**src/rtl/bram_program_loader_pkg.sv**
```systemverilog
// Shared sizing and loader state encodings for the BRAM boot loader.
// States stay plain 3-bit constants so legacy tools and waveforms decode them the same way.
package bram_program_loader_pkg;

   localparam int RAM_ADDR_WIDTH = 12;
   localparam int DATA_WIDTH     = 32;
   localparam int RAM_SIZE_WORDS = 1024;
   localparam int BYTES_PER_WORD = 4;

   localparam logic [2:0] LDR_HDR0      = 3'd0;
   localparam logic [2:0] LDR_HDR1      = 3'd1;
   localparam logic [2:0] LDR_DATA      = 3'd2;
   localparam logic [2:0] LDR_REL_RST   = 3'd3;
   localparam logic [2:0] LDR_REL_STALL = 3'd4;
   localparam logic [2:0] LDR_RUN       = 3'd5;
   localparam logic [2:0] LDR_ERROR     = 3'd6;

   // Byte address of word number idx relative to base.
   function automatic logic [RAM_ADDR_WIDTH-1:0] word_byte_addr(
      input logic [RAM_ADDR_WIDTH-1:0] base,
      input logic [15:0]               idx
   );
      return base + RAM_ADDR_WIDTH'({idx, 2'b00});
   endfunction

endpackage

```
**src/rtl/bram_program_loader_byte_word_assembler.sv**
```systemverilog
// Little-endian 4-byte word assembler: first byte lands in [7:0], fourth in [31:24].
// o_word is captured on the fourth byte and held, so new bytes can stream in during the write cycle.
module bram_program_loader_byte_word_assembler #(
   parameter int DATA_W = 32
) (
   input  logic              clk,
   input  logic              rst,
   input  logic              i_clr,
   input  logic              i_en,
   input  logic [7:0]        i_byte,
   output logic [1:0]        o_byte_idx,
   output logic [DATA_W-1:0] o_word,
   output logic              o_word_valid
);

   logic [DATA_W-1:0] r_shift;
   logic [DATA_W-1:0] r_word;
   logic [1:0]        r_idx;
   logic              r_vld;

   always_ff @(posedge clk) begin
      if (i_en)
         r_shift <= {i_byte, r_shift[DATA_W-1:8]};
   end

   always_ff @(posedge clk) begin
      if (rst) begin
         r_idx  <= 2'd0;
         r_vld  <= 1'b0;
         r_word <= '0;
      end else begin
         r_vld <= 1'b0;
         if (i_clr) begin
            r_idx <= 2'd0;
         end else if (i_en) begin
            r_idx <= r_idx + 2'd1;
            if (r_idx == 2'd3) begin
               r_word <= {i_byte, r_shift[DATA_W-1:8]};
               r_vld  <= 1'b1;
            end
         end
      end
   end

   assign o_byte_idx   = r_idx;
   assign o_word       = r_word;
   assign o_word_valid = r_vld;

endmodule

```
**src/rtl/bram_program_loader.sv**
```systemverilog
// Boot loader: streams a counted little-endian image into the instruction BRAM,
// then releases the CPU (reset first, stall one cycle later).
module bram_program_loader
   import bram_program_loader_pkg::*;
#(
   parameter int ADDR_WIDTH = RAM_ADDR_WIDTH,
   parameter int DATA_WIDTH = bram_program_loader_pkg::DATA_WIDTH,
   parameter int MAX_WORDS  = RAM_SIZE_WORDS,
   parameter int BASE_ADDR  = 0
) (
   input  logic                  clk,
   input  logic                  rst,
   input  logic                  in_valid,
   input  logic [7:0]            in_data,
   output logic                  in_ready,
   output logic [ADDR_WIDTH-1:0] w_addr,
   output logic [DATA_WIDTH-1:0] w_dat,
   output logic                  w_enb,
   output logic [3:0]            byte_enb,
   output logic                  cpu_rst,
   output logic                  pc_stall,
   output logic                  done,
   output logic                  err
);

   localparam logic [15:0] LP_MAX = 16'(MAX_WORDS);

   logic [2:0]            r_state;
   logic [15:0]           r_count;
   logic [15:0]           r_word_idx;
   logic                  r_last;
   logic [ADDR_WIDTH-1:0] r_addr;
   logic                  r_cpu_rst;
   logic                  r_pc_stall;
   logic                  r_done;
   logic                  r_err;

   logic                  w_ready;
   logic                  w_xfer;
   logic [15:0]           w_hdr_n;
   logic [1:0]            w_byte_idx;
   logic [DATA_WIDTH-1:0] w_word;
   logic                  w_word_valid;

   // Once the last word's fourth byte is in, the host is throttled until release.
   always_comb begin
      w_ready = 1'b0;
      case (r_state)
         LDR_HDR0, LDR_HDR1, LDR_ERROR: w_ready = 1'b1;
         LDR_DATA:                      w_ready = ~r_last;
         default:                       w_ready = 1'b0;
      endcase
      if (rst)
         w_ready = 1'b0;
   end

   assign w_xfer  = in_valid & w_ready;
   assign w_hdr_n = {in_data, r_count[7:0]};

   bram_program_loader_byte_word_assembler #(
      .DATA_W (DATA_WIDTH)
   ) u_asm (
      .clk          (clk),
      .rst          (rst),
      .i_clr        (w_xfer && (r_state == LDR_HDR1)),
      .i_en         (w_xfer && (r_state == LDR_DATA)),
      .i_byte       (in_data),
      .o_byte_idx   (w_byte_idx),
      .o_word       (w_word),
      .o_word_valid (w_word_valid)
   );

   always_ff @(posedge clk) begin
      if (rst) begin
         r_state    <= LDR_HDR0;
         r_count    <= 16'd0;
         r_word_idx <= 16'd0;
         r_last     <= 1'b0;
         r_addr     <= ADDR_WIDTH'(BASE_ADDR);
         r_cpu_rst  <= 1'b1;
         r_pc_stall <= 1'b1;
         r_done     <= 1'b0;
         r_err      <= 1'b0;
      end else begin
         case (r_state)
            LDR_HDR0: begin
               if (w_xfer) begin
                  r_count[7:0] <= in_data;
                  r_state      <= LDR_HDR1;
               end
            end
            LDR_HDR1: begin
               if (w_xfer) begin
                  r_count    <= w_hdr_n;
                  r_word_idx <= 16'd0;
                  r_last     <= 1'b0;
                  if (w_hdr_n == 16'd0) begin
                     r_state   <= LDR_REL_RST;
                     r_cpu_rst <= 1'b0;
                  end else if (w_hdr_n > LP_MAX) begin
                     r_state <= LDR_ERROR;
                     r_err   <= 1'b1;
                  end else begin
                     r_state <= LDR_DATA;
                  end
               end
            end
            LDR_DATA: begin
               if (w_xfer && (w_byte_idx == 2'd3)) begin
                  r_addr     <= word_byte_addr(ADDR_WIDTH'(BASE_ADDR), r_word_idx);
                  r_word_idx <= r_word_idx + 16'd1;
                  if (r_word_idx == (r_count - 16'd1))
                     r_last <= 1'b1;
               end
               if (w_word_valid && r_last) begin
                  r_state   <= LDR_REL_RST;
                  r_cpu_rst <= 1'b0;
               end
            end
            LDR_REL_RST: begin
               r_state    <= LDR_REL_STALL;
               r_pc_stall <= 1'b0;
               r_done     <= 1'b1;
            end
            LDR_REL_STALL: r_state <= LDR_RUN;
            LDR_RUN, LDR_ERROR: r_state <= r_state;
            default: r_state <= LDR_HDR0;
         endcase
      end
   end

   assign in_ready = w_ready;
   assign w_addr   = r_addr;
   assign w_dat    = w_word;
   assign w_enb    = w_word_valid && (r_state == LDR_DATA);
   assign byte_enb = {4{w_enb}};
   assign cpu_rst  = r_cpu_rst;
   assign pc_stall = r_pc_stall;
   assign done     = r_done;
   assign err      = r_err;

endmodule

```
**config.mk**
```make
export PLATFORM = sky130hd
export DESIGN_NAME = bram_program_loader
export DESIGN_NICKNAME = d
export VERILOG_FILES = /design/src/rtl/bram_program_loader_pkg.sv /design/src/rtl/bram_program_loader_byte_word_assembler.sv /design/src/rtl/bram_program_loader.sv
export SDC_FILE = /design/constraint.sdc
export NUM_CORES = 1
export LEC_CHECK = 0
export BUFFER_PORTS_ARGS = -buffer_cell sky130_fd_sc_hd__buf_2
export CORE_AREA = 2 2 109 111
export CTS_BUF_LIST = sky130_fd_sc_hd__clkbuf_2 sky130_fd_sc_hd__clkbuf_4 sky130_fd_sc_hd__clkbuf_8
export DETAILED_ROUTE_END_ITERATION = 10
export DIE_AREA = 0 0 111 113
export PLACE_DENSITY = 0.66
export SYNTH_ARGS = -nofsm -noshare
export SYNTH_HDL_FRONTEND = slang
export SYNTH_HIERARCHICAL = 1
export SYNTH_SLANG_ARGS = --single-unit
```
**constraint.sdc**
```tcl
create_clock -name clk -period 2.52 [get_ports clk]
set_input_delay 0.378 -clock clk [delete_from_list [all_inputs] [get_ports clk]]
set_output_delay 0.378 -clock clk [all_outputs]
set_load 0.03 [all_outputs]
```
# --- Yosys cells after proc, flatten, opt, wreduce, memory -nomap -nowiden ---
# Cells that the tools add are included.
# W data, S select, Z words.
classes:
  addsub: 3
  multipliers: 0
  div: 0
  magnitude_cmp: 1
  eq_ne: 14
  n_shift: 0
  muxes: 22
  bitwise: 7
  reduce_logical: 21
op_table:
  columns: ["operator", "n"]
  rows:
  - ["$mux W16", 2]
  - ["$pmux W16 S2", 1]
  - ["$pmux W3 S6", 1]
  - ["$add A16 B1 Y16 const B", 1]
  - ["$eq A16 B16 Y1", 1]
  - ["$gt A16 B11 Y1 const B", 1]
  - ["$logic_not A16 Y1", 1]
  - ["$pmux W8 S2", 1]
  - ["$reduce_and A4 Y1", 4]
  - ["$sub A16 B1 Y16 const B", 1]
  - ["$mux W3", 5]
  - ["$ne A2 B2 Y1 const B", 5]
  - ["$eq A3 B3 Y1 const B", 3]
  - ["$reduce_and A3 Y1", 3]
  - ["$mux W1", 8]
  - ["$mux W8", 1]
  - ["$eq A3 B2 Y1 const B", 2]
  - ["$not A1 Y1", 6]
  - ["$pmux W1 S2", 3]
  - ["$reduce_or A3 Y1", 2]
  - ["$logic_and A1 B1 Y1", 5]
  - ["$reduce_and A2 Y1", 2]
  - ["$reduce_or A2 Y1", 2]
  - ["$eq A3 B1 Y1 const B", 1]
  - ["other kinds (6)", 6]
word_totals:
  reg_bits: 117
  latch_bits: 0
  ramBits: 0
  romBits: 0
  inputBits: 11
  output_inout_bits: 54
  word_cells: 82
  memories: 0

# --- Depth between registers and ports, before layout ---
depth:
  ltp_word: 8
  depth_mapped: 9
  ltp_nobuf: 8

# --- By module ---
# The synthesis kept the hierarchy.
by_module_without_submodules:
  columns: ["module", "n_inst", "cells_per_inst", "area_per_inst_um2", "seq_area_each_um2"]
  rows:
  - ["bram_program_loader", 1, 327, 2738.9, 1001.0]
  - ["bram_program_loader_byte_word_assembler", 1, 174, 2299.7, 1421.4]

# --- Worst setup path before layout ---
# No wires, ideal clock.
synth_path:
  path_kind: "reg2reg"
  startpoint: "register r_state[2]"
  endpoint: "register u_asm.r_word[10] (netlist: u_asm/o_word[10])"
  setup_time_ps: 72
  arrival_ps: 2293
  required_time_ps: 2448
  setup_slack_ps: 155
  stages_incl_launch_ff: 8
  n_path_buf: 3
  synth_period_minus_slack_ps: 2365
  cell_sequence: "dfxtp_1 > buf_2 > o22ai_1 > and3_1 > and3b_1 > buf_6 > buf_12 > mux2i_1"
synth_via:
  elab_chain_len: 8
  word_cells_on_any_way: 12
  cone_classes: "eq/ne (3); mux (2); bitwise (2); reduce/logical (5)"
synth_rtl:
  columns: ["element", "line", "source"]
  rows:
  - ["start, declared", "bram_program_loader.sv:28", "logic [2:0] r_state;"]
  - ["start signal, assigned", "bram_program_loader.sv:126", "LDR_RUN, LDR_ERROR: r_state <= r_state;"]
  - ["$eq A3 B1 Y1 (tied with other cells)", "bram_program_loader.sv:48, bram_program_loader.sv:65", null]
  - ["$reduce_or A3 Y1", "bram_program_loader.sv:48", "case (r_state)"]
  - ["$pmux W1 S2", "bram_program_loader.sv:48", null]
  - ["$mux W1", "bram_program_loader.sv:53", "if (rst)"]
  - ["$and A1 B1 Y1", "bram_program_loader.sv:57", "assign w_xfer = in_valid & w_ready;"]
  - ["$logic_and A1 B1 Y1", "bram_program_loader.sv:65", ".i_clr (w_xfer && (r_state == LDR_HDR1)),"]
  - ["$not A1 Y1 (no source line)", null, null]
  - ["$reduce_and A3 Y1 (no source line) *", null, null]
  - ["end signal, assigned", "bram_program_loader_byte_word_assembler.sv:38", "r_word <= {i_byte, r_shift[DATA_W-1:8]};"]
  - ["end, declared", "bram_program_loader_byte_word_assembler.sv:17", "logic [DATA_W-1:0] r_word;"]
# Every way passes the cells marked *; elsewhere a longest branch is shown, timed or not.
# A chain may end at the register's enable or synchronous reset.

# --- Worst setup path in the final report ---
layout_path:
  startpoint: "register r_state[1]"
  endpoint: "output port in_ready"
layout_via:
  elab_chain_len: 4
  word_cells_on_any_way: 7
  cone_classes: "eq/ne (3); mux (2); reduce/logical (2)"
layout_rtl:
  columns: ["element", "line", "source"]
  rows:
  - ["$eq A3 B1 Y1 (tied with other cells)", "bram_program_loader.sv:48", null]
  - ["$reduce_or A3 Y1", "bram_program_loader.sv:48", null]
  - ["$pmux W1 S2 *", "bram_program_loader.sv:48", null]
  - ["$mux W1 *", "bram_program_loader.sv:53", null]
  - ["end, declared", "bram_program_loader.sv:15", "output logic in_ready,"]
# Marks and branches as above.

==> flow_summary.ini <==
[die]
dieArea_sq_um = 12540
ios = 65
fp.dieW_um = 111
start_util_pct = 44.70
die_h_um = 113
core_area_sq_um = 11270
rows = 39

[timing]
finalMaxSlewViolations = 0
setup_tns_ns = 0
tightest_slew_ns = 0.6274
relSlewSlack_pct = 58.17
rsz0062_at_grt = no
fmax_mhz = 442.3
fin_crit_ns = 2.261
fin_crit_sh_pct = 89.71
skew_ns = 0.01347
setup_viol = 0
hold_violations = 0

[global_route]
grt_pass1_vias = 3484
grt_pass1_wl_mm = 16.91
grt_antenna_before_repair = 0
grt_use_met1_pct = 21.81
grtUsageTotal_pct = 16.36
overflow = 0
grt_util_met3_pct = 4.071
grt_max_degree = 85
use_met2_pct = 26.99
grt-busiest-layer = met2

[clock_network]
cts_root_buf = clkbuf_8
ctsHoldBuffers = 0
clock_latency_ns = 0.38
post_cts_resized = 0
cts_setup_buffers = 0
clk_pin_slew_ns = 0.11
cts_sinks = 109
clock_path_buffers = 2
htreeDepth = 3
cts_buffers = 9
cts_tree = done

[worst_setup_path]
cp-start-kind = flop
required_ns = 2.14
crit_type = reg2out
r2r_start = r_state[1]
r2r-end = r_word_idx[12]
crit_arrival_ns = 1.88
critPathMaxFanout = 12
r2r_slack_ns = 0.32
endpoint_kind = output port
reg2reg_depth = 6

[power_and_ir_drop]
p_per_area_nw_per_um2 = 594.7
vdd_drop_max_v = 0.0003363
p_total_mw = 3.320
p_leak_nw = 2.114

[layout]
final_common_cell = dfxtp_1
areaGrowthSynthToFinish_pct = 10.78
fin_nets = 564
final_cell_mix = 85 x dfxtp_1, 69 x nand2b_1, 62 x buf_2
final_core_util_pct = 49.52
diodes = 0
fill_cells = 1040
final_layout_size_suffix_gt1_share_pct = 18.59
fin_area_sq_um = 5582

[routing]
via_per_inst = 5.090
drt_iter0_drc = 211
ant_nets = 0
dr_total_vias = 3548
wl_per_cell_um = 14.01
wl_mm = 9.763
post-route-drc-count = 0
detail_route.first_pass.iterations = 4

[yosys]
synth-edff-count = 24
syn_area_sq_um = 5039
async_reset_ff_share_pct = 0
yosysWarnings = 6
synth_cells = 501
synth_cell_type_count = 57
avgSynthCellArea_sq_um = 10.06
yosysSeqAreaShare_pct = 48.08
yosysTopAreaCell = dfxtp_1
netlist_top_cells_area = dfxtp_1 34%, edfxtp_1 14%, mux2i_1 9.7%, nand2b_1 8.6%, xnor2_1 4.7%
synth-seq-cells = 109
synth_top_area_share_pct = 33.77
synthFlopType = dfxtp_1

[min_path]
hold_depth = 1
min_to = u_asm/r_shift[28]
hold_class = in2reg
hp-start = in_data[4]

[place]
dpl_cell_area_sq_um = 5389
port_buffers = 62
hpwlAfterDp_mm = 6.836
place_congestion = 0.8426

[status]
status = finished clean

[flow_run]
cap_violations = 0
==> kinds of logic (layout without fill, tap and decap cells) <==
logic type      count (synthesis)  after routing  synth area share (%)
flops                         109            109                 48.08
mux                            51             51                 10.18
buf+inv                        42             94                 4.966
fa+ha+maj                       4              4                0.9933
simple gates                  212            212                 23.99
xor+xnor                       33             33                 5.736
other cells                     1              2               0.07443
compound gates                 49             49                 5.985
==> worst max path at each step <==
| stage | cells past startpoint | slack [ns] | to | from |
|---|---|---|---|---|
| floorplan | 7 | 0.16 | u_asm/o_word[10] | r_state[2] |
| global placement | 6 | 0.44 | r_word_idx[12] | r_state[1] |
| detailed placement | 6 | 0.36 | r_word_idx[12] | r_state[1] |
| CTS | 4 | 0.24 | in_ready | r_state[1] |
| global route | 4 | 0.07 | byte_enb[3] | r_state[1] |
| finish | 4 | 0.26 | in_ready | r_state[1] |
==> per-layer routing <==
metal	wire (um)	vias up
met5	0	-
met4	62	0
met3	403	5
met2	4560	66
met1	4737	1672
li1	-	1805
==> sequential cells by signal, indices dropped and copies added, names as in the netlist, 2 cells and up <==
register	flops
r_count	16
r_state	3
u_asm/o_byte_idx	2
r_word_idx	16
u_asm/o_word	32
u_asm/r_shift	24
w_addr	10
==> worst max-delay path, cell delays in order (launching register included) <==
cell	delay, ns
dfxtp_1	0.60
nand2b_1	0.18
o22ai_1	0.33
nor2b_1	0.19
buf_2	0.21
==> synthesized netlist by cell type (all sizes together), types with 2 or more instances <==
master	instances
a211oi	2
a21o	3
a21oi	23
a311oi	2
a31oi	2
and2	3
and3	3
buf	17
clkbuf	18
dfxtp	85
edfxtp	24
ha	4
inv	7
mux2	2
mux2i	49
nand2	34
nand2b	69
nand3	8
nand4	7
nand4b	4
nor2	44
nor2b	6
nor3	12
nor4	10
nor4b	2
o21ai	7
o22ai	3
or3	4
xnor2	27
xor2	6
==> area by class of cell <==
cell class / count / area, sq um / area share, %
clock inverter: 6 / 61.31 / 1.098
sequential: 109 / 2422 / 43.40
timing repair buffer: 71 / 390.4 / 6.994
inverter: 7 / 26.28 / 0.4707
multi-input combinational: 351 / 2371 / 42.48
tap: 143 / 178.9 / 3.206
clock buffer: 10 / 131.4 / 2.354
==> through the flow <==
| stage | hold slack [ns] | worst slack, ns | std cells |
|---|---|---|---|
| after detailed placement | 0.4360 | 0.3598 | 681 |
| after global placement | 0.4276 | 0.4391 | 681 |
| after CTS | 0.2167 | 0.2430 | 697 |
| after global routing | 0.2218 | 0.07133 | 697 |
| final | 0.2413 | 0.2593 | 697 |
| after floorplan | 0.4275 | 0.1550 | 502 |
==> where the power goes <==
| group | switching (mW) | leakage [nW] | internal [mW] | total [mW] |
|---|---|---|---|---|
| logic | 0.236 | 1.11 | 0.193 | 0.429 |
| clock network | 0.636 | 0.0982 | 0.402 | 1.04 |
| registers | 0.0437 | 0.902 | 1.81 | 1.85 |
| total | 0.915 | 2.11 | 2.40 | 3.32 |
Note: power is estimated with default switching activity, not from simulation.
